**src/rtl/int_ctrl.sv**
```systemverilog
// Trap/interrupt controller: a programmable match timer plus a three-state
// trap sequencer (IDLE -> ISSUE -> HANDLER) that hands a cause to next-PC logic.
module int_ctrl #(
  parameter int DATA_W = 32
) (
  input  logic              clk,
  input  logic              rst,
  input  logic              PCWrite,
  input  logic              illegal_instr,
  input  logic              ecall,
  input  logic              int_ret,
  input  logic              bus_we,
  input  logic [1:0]        bus_addr,
  input  logic [DATA_W-1:0] bus_wdata,
  output logic [DATA_W-1:0] bus_rdata,
  output logic              INT_Signal,
  output logic [2:0]        INT_PEND,
  output logic              EXL_Set
);

  typedef enum logic [1:0] {
    IDLE    = 2'd0,
    ISSUE   = 2'd1,
    HANDLER = 2'd2
  } state_t;

  localparam logic [2:0] CAUSE_NONE    = 3'b000;
  localparam logic [2:0] CAUSE_TIMER   = 3'b001;
  localparam logic [2:0] CAUSE_ILLEGAL = 3'b010;
  localparam logic [2:0] CAUSE_ECALL   = 3'b011;

  localparam logic [1:0] ADDR_CTRL   = 2'd0;
  localparam logic [1:0] ADDR_CMP    = 2'd1;
  localparam logic [1:0] ADDR_COUNT  = 2'd2;
  localparam logic [1:0] ADDR_STATUS = 2'd3;

  localparam logic [DATA_W-1:0] COUNT_ONE = 1;

  state_t            state;
  logic              tmr_en;
  logic              irq_en;
  logic [DATA_W-1:0] cmp;
  logic [DATA_W-1:0] count;
  logic              timer_pend;

  logic              wr_ctrl;
  logic              wr_cmp;
  logic              wr_count;
  logic              wr_status;
  logic              match;
  logic              accept;
  logic              trap_ret;
  logic              sw_clear;
  logic [2:0]        sel_cause;

  // Fixed priority among trap sources; the timer only competes when unmasked.
  function automatic logic [2:0] select_cause(input logic ill, input logic ec,
                                              input logic pend, input logic irq);
    if (ill)
      return CAUSE_ILLEGAL;
    else if (ec)
      return CAUSE_ECALL;
    else if (pend && irq)
      return CAUSE_TIMER;
    else
      return CAUSE_NONE;
  endfunction

  assign wr_ctrl   = bus_we && (bus_addr == ADDR_CTRL);
  assign wr_cmp    = bus_we && (bus_addr == ADDR_CMP);
  assign wr_count  = bus_we && (bus_addr == ADDR_COUNT);
  assign wr_status = bus_we && (bus_addr == ADDR_STATUS);

  // Match is judged on the pre-write count so a same-cycle COUNT write never hides it.
  assign match     = tmr_en && (cmp != '0) && (count == cmp);
  assign accept    = (state == ISSUE) && PCWrite;
  assign trap_ret  = (state == HANDLER) && int_ret && PCWrite;
  assign sw_clear  = wr_status && bus_wdata[0];
  assign sel_cause = select_cause(illegal_instr, ecall, timer_pend, irq_en);

  always_ff @(posedge clk) begin
    if (rst) begin
      tmr_en     <= 1'b0;
      irq_en     <= 1'b0;
      cmp        <= '0;
      count      <= '0;
      timer_pend <= 1'b0;
    end else begin
      if (wr_ctrl) begin
        tmr_en <= bus_wdata[0];
        irq_en <= bus_wdata[1];
      end
      if (wr_cmp)
        cmp <= bus_wdata;
      if (wr_count)
        count <= bus_wdata;
      else if (match)
        count <= '0;
      else if (tmr_en)
        count <= count + COUNT_ONE;
      // A fresh match always outranks any clear landing on the same edge.
      if (match)
        timer_pend <= 1'b1;
      else if (sw_clear || (accept && (INT_PEND == CAUSE_TIMER)))
        timer_pend <= 1'b0;
    end
  end

  always_ff @(posedge clk) begin
    if (rst) begin
      state      <= IDLE;
      INT_Signal <= 1'b0;
      INT_PEND   <= CAUSE_NONE;
      EXL_Set    <= 1'b0;
    end else begin
      case (state)
        IDLE: begin
          if (sel_cause != CAUSE_NONE) begin
            state      <= ISSUE;
            INT_Signal <= 1'b1;
            INT_PEND   <= sel_cause;
          end
        end
        ISSUE: begin
          if (accept) begin
            state      <= HANDLER;
            INT_Signal <= 1'b0;
            INT_PEND   <= CAUSE_NONE;
            EXL_Set    <= 1'b1;
          end
        end
        HANDLER: begin
          // Synchronous traps arriving here are dropped, never queued.
          if (trap_ret) begin
            state   <= IDLE;
            EXL_Set <= 1'b0;
          end
        end
        default: begin
          state      <= IDLE;
          INT_Signal <= 1'b0;
          INT_PEND   <= CAUSE_NONE;
          EXL_Set    <= 1'b0;
        end
      endcase
    end
  end

  always_comb begin
    bus_rdata = '0;
    case (bus_addr)
      ADDR_CTRL: begin
        bus_rdata[0] = tmr_en;
        bus_rdata[1] = irq_en;
      end
      ADDR_CMP:   bus_rdata = cmp;
      ADDR_COUNT: bus_rdata = count;
      ADDR_STATUS: begin
        bus_rdata[0]   = timer_pend;
        bus_rdata[1]   = EXL_Set;
        bus_rdata[4:2] = INT_PEND;
      end
      default: bus_rdata = '0;
    endcase
  end

endmodule

```
**config.mk**
```make
export PLATFORM = sky130hd
export DESIGN_NAME = int_ctrl
export DESIGN_NICKNAME = d
export VERILOG_FILES = /design/src/rtl/int_ctrl.sv
export SDC_FILE = /design/constraint.sdc
export NUM_CORES = 1
export LEC_CHECK = 0
export CAP_MARGIN = 20
export CORE_ASPECT_RATIO = 0.75
export CORE_MARGIN = 4
export CORE_UTILIZATION = 37
export DETAILED_ROUTE_END_ITERATION = 6
export SYNTH_ARGS = -nofsm -noshare
export SYNTH_HDL_FRONTEND = slang
export SYNTH_SLANG_ARGS = --single-unit
```
**constraint.sdc**
```tcl
create_clock -name clk -period 4.97 [get_ports clk]
set_input_delay 0.7455 -clock clk [delete_from_list [all_inputs] [get_ports clk]]
set_output_delay 0.7455 -clock clk [all_outputs]
set_load 0.03 [all_outputs]
```
# Word level (Yosys, flattened, before mapping)

Index checks and enable logic that the tools add are counted.

Bits in registers: 74
Input bits: 41
Output and inout bits: 37
Word-level logic and storage cells: 68

$add $sub $neg: 1
Eq/ne operators: 10
Multiplexer cells: 24
Bitwise logic cells: 2
Reduce and logical (&&, ||, !) cells: 22

Operator list:

| operator                                                        | count |
|---|---|
| 32-bit 2-to-1 mux                                               | 3 |
| 27-bit one-hot mux with 2 select lines                          | 1 |
| 32-bit by 1-bit adder with 32-bit output, second input constant | 1 |
| 32-bit == test                                                  | 1 |
| 32-bit nonzero test                                             | 1 |
| 3-bit one-hot mux with 3 select lines                           | 2 |
| 1-bit logical AND                                               | 12 |
| 2-bit 2-to-1 mux                                                | 5 |
| 3-bit AND reduction                                             | 3 |
| 2-bit one-hot mux with 4 select lines                           | 1 |
| 1-bit 2-to-1 mux                                                | 7 |
| 2-bit == test, second input constant                            | 3 |
| 3-bit 2-to-1 mux                                                | 2 |
| 2-bit != test, second input constant                            | 3 |
| 1-bit one-hot mux with 3 select lines                           | 2 |
| 2-bit one-hot mux with 3 select lines                           | 1 |
| 3-bit nonzero test                                              | 2 |
| 2-bit by 1-bit == test with 1-bit output, second input constant | 2 |
| 2-bit zero test                                                 | 2 |
| 3-bit by 1-bit == test with 1-bit output, second input constant | 1 |
| 1-bit NOT                                                       | 2 |
| 2-bit nonzero test                                              | 1 |
| 1-bit logical OR                                                | 1 |

# Depth between registers and ports, before layout

Gate-level depths: netlist of the first run.

Depth after elaboration: 7
Gate-level depth with buffers: 9
Gate-level depth less buffers: 7

# Worst setup path before layout of the first run

OpenSTA, ideal clock, no wires.

Path type: input-to-output
Start: in bus_addr[0]
End: out bus_rdata[1]
Arrival: 2.076 ns
Required time: 4.225 ns
Setup slack: 2.149 ns
Stages on the path: 6
Buffers on the path: 2
Path through: inv_1 > ha_1 > clkbuf_1 > clkbuf_1 > a222oi_1 > mux2i_1

Cells in the longest elaborated chain, start to end: 2
Elaborated cells on any way between the ends: 5
Those cells by class: 3 x eq/ne; 1 x mux; 1 x reduce/logical

RTL lines:

| element                                 | RTL line | RTL |
|---|---|---|
| from (decl)                             | 13       | `input logic [1:0] bus_addr,` |
| 2-bit == test (tied with other cells)   | 151      | `case (bus_addr)` |
| 2-bit one-hot mux with 4 select lines * | 151      |  |
| to (decl)                               | 15       | `output logic [DATA_W-1:0] bus_rdata,` |

Mark *: on every way between the ends. The rest lies on a longest branch, timed or not.

# Worst setup path in the final report of the first run

Start: in bus_addr[0]
End: out bus_rdata[14]

Cells in the longest elaborated chain, start to end: 2
Elaborated cells on any way between the ends: 3
Those cells by class: 2 x eq/ne; 1 x mux

RTL lines:

| element                                                                          | RTL line |
|---|---|
| 2-bit == test / 2-bit by 1-bit == test with 1-bit output (equally long branches) | 151 |
| 27-bit one-hot mux with 2 select lines *                                         | 151 |

Marked as above.

==> flow_summary.json, run 1 <==
{
  "start_util_pct": 37.8,
  "ys_warn_count": 0,
  "slowest_delay_ns": 0.69,
  "cts_sinks": 73,
  "wl_per_cell_um": 17.3,
  "rrSetupSlack_ns": 2.64,
  "insertion_delay_ns": 0.34,
  "async_flop_share_pct": 0,
  "worst_pin_slew_ns": 0.854,
  "ys_seq_elements": 73,
  "fp.dieH_um": 102,
  "met1_length_um": 6940,
  "crit_chain": "clkdlybuf4s50_1 -> inv_1 -> ha_1 -> buf_4 -> a22oi_1 -> nor2b_1 -> clkdlybuf4s50_1",
  "met3_length_um": 879,
  "grt_start_max_net_pins": 74,
  "grt_use_total_pct": 20.2,
  "ctsResizeCount": 0,
  "relSlewSlack_pct": 42.5,
  "first_global_vias": 4063,
  "ant_nets": 0,
  "avgSynthCellArea_um2": 7.55,
  "ctsRootBufferMaster": "clkbuf_16",
  "crit_family": "buffers and inverters",
  "clkSlewWorstSetupHoldPaths_ns": 0.06,
  "total_power_mw": 1.69,
  "period_share_pct": 79.6,
  "worst-path-max-fanout": 21,
  "synthMuxAreaShare_pct": 1.17,
  "slowest_stage": "clkdlybuf4s50_1",
  "top_layer_used": "met4",
  "cts_made_buffers": 9,
  "io_buffers": 76,
  "dieArea_um2": 13700,
  "wl_um": 13700,
  "cp_common_cell": "clkdlybuf4s50_1",
  "via_count": 4293,
  "multiInputGateArea_um2": 2670,
  "clockBufferDepth": 2,
  "synth-simple-area-share_pct": 30.2,
  "synthToLayoutAreaGrowth_pct": 26.5,
  "cp.required_ns": 4.22,
  "ys_seq_area_share_pct": 33.3,
  "synth_flop_cell": "dfxtp_1",
  "hold_viol_final": 0,
  "seq_area_um2": 1460,
  "drive_gt1_share_pct": 6.33,
  "skew_ns": 0.00884,
  "fmax_mhz": 253,
  "synth_compound_area_share_pct": 15.3,
  "drt_iter0_drc": 354,
  "setup_viol": 0,
  "fin_nets": 674,
  "vias_per_cell": 5.41,
  "synth_edf_count": 0,
  "postCtsHoldBufs": 0,
  "ir_worst_vdd_mv": 0.163,
  "synth_cell_type_count": 41,
  "powerDensity_nw_per_um2": 303,
  "max_cap_viol_count": 0,
  "grt_pass1_wl_um": 22000,
  "cp-end-kind": "output pin",
  "grt_antenna_before_repair": 0,
  "path_class": "input pin to output pin",
  "n_antenna_cell": 0,
  "rsz0062_at_grt": "no",
  "cts_tree": "yes",
  "ioPinCount": 78,
  "overflow": 0,
  "p_leak_nw": 2.04,
  "core-area_um2": 11600,
  "post_cts_buffers": 0,
  "syn_nets": 629,
  "die_w_um": 134,
  "met2_length_um": 5700,
  "firstDrtPassIters": 6,
  "timing.final.max_slew_violations": 0,
  "setup_tns_ns": 0,
  "gp_congestion": 0.885,
  "syn_area_um2": 4390,
  "path_buf_inv": 4,
  "h-tree-depth": 3,
  "rows": 34,
  "arrival_ns": 3.21,
  "synth_top_family_by_area": "simple AND/OR/NAND/NOR gates",
  "status": "finished, final reports clean",
  "setup.worst_path.start_class": "input pin",
  "min_path_type": "register to register",
  "synthAdderAreaFrac_pct": 1.71,
  "syn-instance-count": 582,
  "min_period_ns": 3.95,
  "drc": 0,
  "synth-xor-area-share_pct": 12.4,
  "dpl.hpwl_um": 9620,
  "fillers": 1152
}
==> flip-flops by register name, indices dropped and copies added (netlist names) <==
register,cells
cmp,32
count,32
INT_PEND,2
state,2
EXL_Set,1
INT_Signal,1
irq_en,1
timer_pend,1
tmr_en,1
==> final cells by class <==
type                       count  area share, %
multi-input combinational    449           48.0
sequential                    73           26.3
timing repair buffer          84           14.8
clock buffer                  12           4.79
tap                          162           3.65
clock inverter                 4           1.76
inverter                      10          0.675
==> cells in the mapped netlist, types with 2 or more instances <==
| cell type | n | area (um^2) |
|---|---|---|
| a21oi_1 | 72 | 360 |
| a222oi_1 | 4 | 40.0 |
| a22oi_1 | 28 | 210 |
| and2_1 | 2 | 12.5 |
| and3_1 | 3 | 18.8 |
| and4_1 | 2 | 17.5 |
| buf_2 | 11 | 55.1 |
| buf_4 | 2 | 15.0 |
| buf_6 | 2 | 22.5 |
| clkbuf_1 | 35 | 131 |
| dfxtp_1 | 73 | 1460 |
| ha_1 | 6 | 75.1 |
| inv_1 | 10 | 37.5 |
| mux2i_1 | 4 | 40.0 |
| nand2_1 | 112 | 420 |
| nand3_1 | 45 | 225 |
| nand3_2 | 2 | 20.0 |
| nand4_1 | 12 | 75.1 |
| nor2_1 | 17 | 63.8 |
| nor2b_1 | 28 | 175 |
| nor3_1 | 3 | 15.0 |
| nor3_2 | 4 | 40.0 |
| nor4_1 | 20 | 125 |
| nor4_2 | 3 | 37.5 |
| o21ai_0 | 4 | 20.0 |
| or3_1 | 3 | 18.8 |
| xnor2_1 | 14 | 123 |
| xor2_1 | 48 | 420 |
==> worst min-delay path: stages, from the launching register on <==
cell     delay, ns
dfxtp_1       0.33
nand2_1       0.06
a21oi_1       0.06
==> metal layers <==
metal / up-vias / GRT usage, %
met5: - / 0
met2: 147 / 29.3
li1: 2098 / -
met3: 17 / 4.48
met4: 0 / 6.40
met1: 2031 / 29.6
==> worst paths after layout <==
path / startpoint / endpoint / cells after the start
max: bus_addr[0] / bus_rdata[14] / 7
min: irq_en / irq_en / 2
max reg2reg: cmp[24] / count[20] / 7
min reg2reg: irq_en / irq_en / 2
==> layout by cell type, fill, tap and decap left out, drive strengths merged <==
master	netlist	routed
nand2	113	113
clkdlybuf4s50	0	75
dfxtp	73	73
a21oi	72	72
xor2	48	48
nand3	47	47
a22oi	28	28
nor2b	28	28
nor4	24	24
nor2	17	17
xnor2	14	14
nand4	12	12
clkbuf	35	12
inv	10	10
buf	15	9
nor3	7	7
ha	6	6
a222oi	4	4
mux2i	4	4
o21ai	4	4
or3	3	3
and3	3	3
bufinv	0	3
and4	3	3
and2	2	2
mux2	1	1
o2111ai	1	1
nand2b	1	1
a31oi	1	1
or4	1	1
o221a	1	1
a211oi	1	1
nor3b	1	1
o22ai	1	1
conb	1	1
clkinvlp	0	1
==> power by group <==
part	switching (mW)	internal [mW]	total (mW)
logic	0.131	0.111	0.242
registers	0.0443	0.613	0.657
clock network	0.255	0.532	0.787
total	0.431	1.26	1.69
==> stage by stage <==
step	instance area, um^2	setup slack (ns)	instances	utilization, %	hold WS [ns]
CTS	5550	1.06	793	47.7	0.484
detailed placement	5180	1.07	777	44.6	0.474
global route	5560	0.871	794	47.9	0.501
finish	5560	1.02	794	47.9	0.489
global placement	5180	1.13	777	44.6	0.466
floorplan	4390	2.15	582	-	0.449
==> kinds of logic (layout without fill, tap and decap cells) <==
logic type,count (synthesis),after routing
AND/OR/NAND/NOR,262,262
AO/OA/AOI/OAI,113,113
flip-flops,73,73
XOR/XNOR,62,62
buffers and inverters,60,110
adder cells (fa/ha/maj),6,6
multiplexers,5,5
other,1,1
Note: power is estimated with default switching activity, not from simulation.
==> run 2, diff against run 1 <==
- clock period: 4.97 -> 4 ns (I/O delays scaled with it)
==> run 2 against run 1 <==
Flip-flop and latch count is the same. Core utilization down 0.43 points. Via count rose by 1.7%. Sequential power up 24%. Power grew 13%. Critical path type unchanged. Largest cell class unchanged.
==> flow_summary.json, run 2 (synthesis gave the netlist of run 1 again) <==
{
  "fp.dieH_um": 102,
  "insertion_delay_ns": 0.34,
  "final_common_cell": "nand2_1",
  "grt_start_max_net_pins": 40,
  "min_period_ns": 3.44,
  "fin_nets": 676,
  "top_regs": "cmp (32), count (32)",
  "power_switching_share_pct": 28.0,
  "drc": 0,
  "rsz0062_at_grt": "no",
  "p_int_mw": 1.37,
  "utilization_pct": 47.4,
  "cts_tree": "yes",
  "powerDensity_nw_per_um2": 345,
  "grt_use_total_pct": 20.2,
  "first_global_vias": 4039,
  "postCtsHoldBufs": 0,
  "period_share_pct": 86.1,
  "grt_antenna_before_repair": 0,
  "setup.worst_path.start_class": "input pin",
  "seq_power_share_pct": 43.0,
  "fillers": 1151,
  "post_cts_buffers": 0,
  "met1_usage_pct": 30.5,
  "cp-end-kind": "output pin",
  "gp_congestion": 0.864,
  "dpl.hpwl_um": 9740,
  "relSlewSlack_pct": 44.2,
  "cp.required_ns": 3.40,
  "arrival_ns": 2.84,
  "drive_gt1_share_pct": 6.48,
  "placed_cells": 780,
  "clockBufferDepth": 2,
  "busiest_layer": "met1",
  "grtUsageMet2_pct": 29.1,
  "die_w_um": 134,
  "max_cap_viol_count": 0,
  "cp_common_cell": "clkdlybuf4s50_1",
  "use_met3_pct": 3.94,
  "wl_per_cell_um": 17.3,
  "layout_common_cells": "112 x nand2_1, 75 x clkdlybuf4s50_1, 73 x dfxtp_1, 72 x a21oi_1, 48 x xor2_1",
  "clkSlewWorstSetupHoldPaths_ns": 0.06,
  "setup_viol": 0,
  "ctsResizeCount": 0,
  "worst_pin_slew_ns": 0.829,
  "status": "finished, final reports clean",
  "cts_made_buffers": 9,
  "drt_iter0_drc": 338,
  "dieArea_um2": 13700,
  "overflow": 0,
  "skew_ns": 0.00677,
  "wl_um": 13700,
  "fin_cells": 795,
  "place_area_um2": 5230,
  "setup_tns_ns": 0,
  "slowest_stage": "clkdlybuf4s50_1",
  "n_antenna_cell": 0,
  "slowest_delay_ns": 0.69,
  "total_power_mw": 1.90,
  "holdWs_ns": 0.483,
  "min_path_type": "register to register",
  "fmax_mhz": 290,
  "worst-path-max-fanout": 25,
  "crit_chain": "clkdlybuf4s50_1 -> inv_1 -> ha_1 -> buf_12 -> a22oi_1 -> nor2b_1 -> clkdlybuf4s50_1",
  "start_util_pct": 37.8,
  "p_leak_nw": 2.03,
  "core-area_um2": 11600,
  "path_class": "input pin to output pin",
  "hold_viol_final": 0,
  "synthToLayoutAreaGrowth_pct": 25.4,
  "rows": 34,
  "ctsRootBufferMaster": "clkbuf_16",
  "via_count": 4366,
  "cts_sinks": 73,
  "p_switching_mw": 0.532,
  "ioPinCount": 78,
  "clock_power_share_pct": 40.9,
  "io_buffers": 76,
  "grt_pass1_wl_um": 22100,
  "ant_nets": 0,
  "worst_slack_ns": 0.557,
  "dp_slack_ns": 0.615,
  "firstDrtPassIters": 5,
  "vias_per_cell": 5.49,
  "p_comb_share_pct": 16.0,
  "ir_worst_vdd_mv": 0.187,
  "finalInstanceArea_um2": 5510,
  "h-tree-depth": 3,
  "timing.final.max_slew_violations": 0
}
-- run 2: cell types whose count changed in the layout (fill, tap and decap cells not counted) --
cell | before | now
clkinv_2 | 0 | 3
bufinv_16 | 3 | 0
buf_12 | 0 | 2
buf_4 | 7 | 8
clkinvlp_4 | 1 | 0
buf_8 | 1 | 0
-- run 2: area by class of cell --
type / instances / area (um^2) / area share [%]
Clock buffer: 12 / 267 / 4.84
Clock inverter: 3 / 15.0 / 0.272
Inverter: 10 / 37.5 / 0.681
Multi-Input combinational cell: 449 / 2670 / 48.5
Sequential cell: 73 / 1460 / 26.5
Tap cell: 162 / 203 / 3.68
Timing Repair Buffer: 86 / 856 / 15.5
-- run 2: path summary, 6_finish.rpt --
check / start / to / slack [ns] / depth (start not counted)
worst max-delay path: bus_addr[0] / bus_rdata[9] / 0.56 / 7
worst min-delay path: irq_en / irq_en / 0.48 / 2
worst max register to register: cmp[24] / count[19] / 1.60 / 7
worst min register to register: irq_en / irq_en / 0.48 / 2
-- run 2: critical path, delay by kind of cell --
| family | cells | cell delay (ns) |
|---|---|---|
| adders and majority gates | 1 | 0.42 |
| buffers and inverters | 4 | 1.53 |
| and+or+nand+nor | 1 | 0.17 |
| AOI/OAI and AO/OA | 1 | 0.10 |
-- run 2: per-layer routing --
layer	vias to the layer above	wire length (um)
met5	-	0
met4	0	143
met3	12	899
met2	188	5680
met1	2060	7000
li1	2106	-
-- run 2: power groups by stage --
stage | sequential, mW | clock [mW] | combinational, mW
4_1_cts | 0.815 | 0.786 | 0.304
3_5_place_dp | 0.831 | 0 | 0.302
3_3_place_gp | 0.831 | 0 | 0.299
5_1_grt | 0.822 | 0.809 | 0.333
2_1_floorplan | 0.818 | 0 | 0.186
6_report | 0.817 | 0.777 | 0.305
==> run 3, diff against run 2 <==
- CAP_MARGIN: 20 -> default
- TNS_END_PERCENT: default -> 30
==> results of run 3 <==
No change in the layout: final DEF, timing and power equal those of run 2.
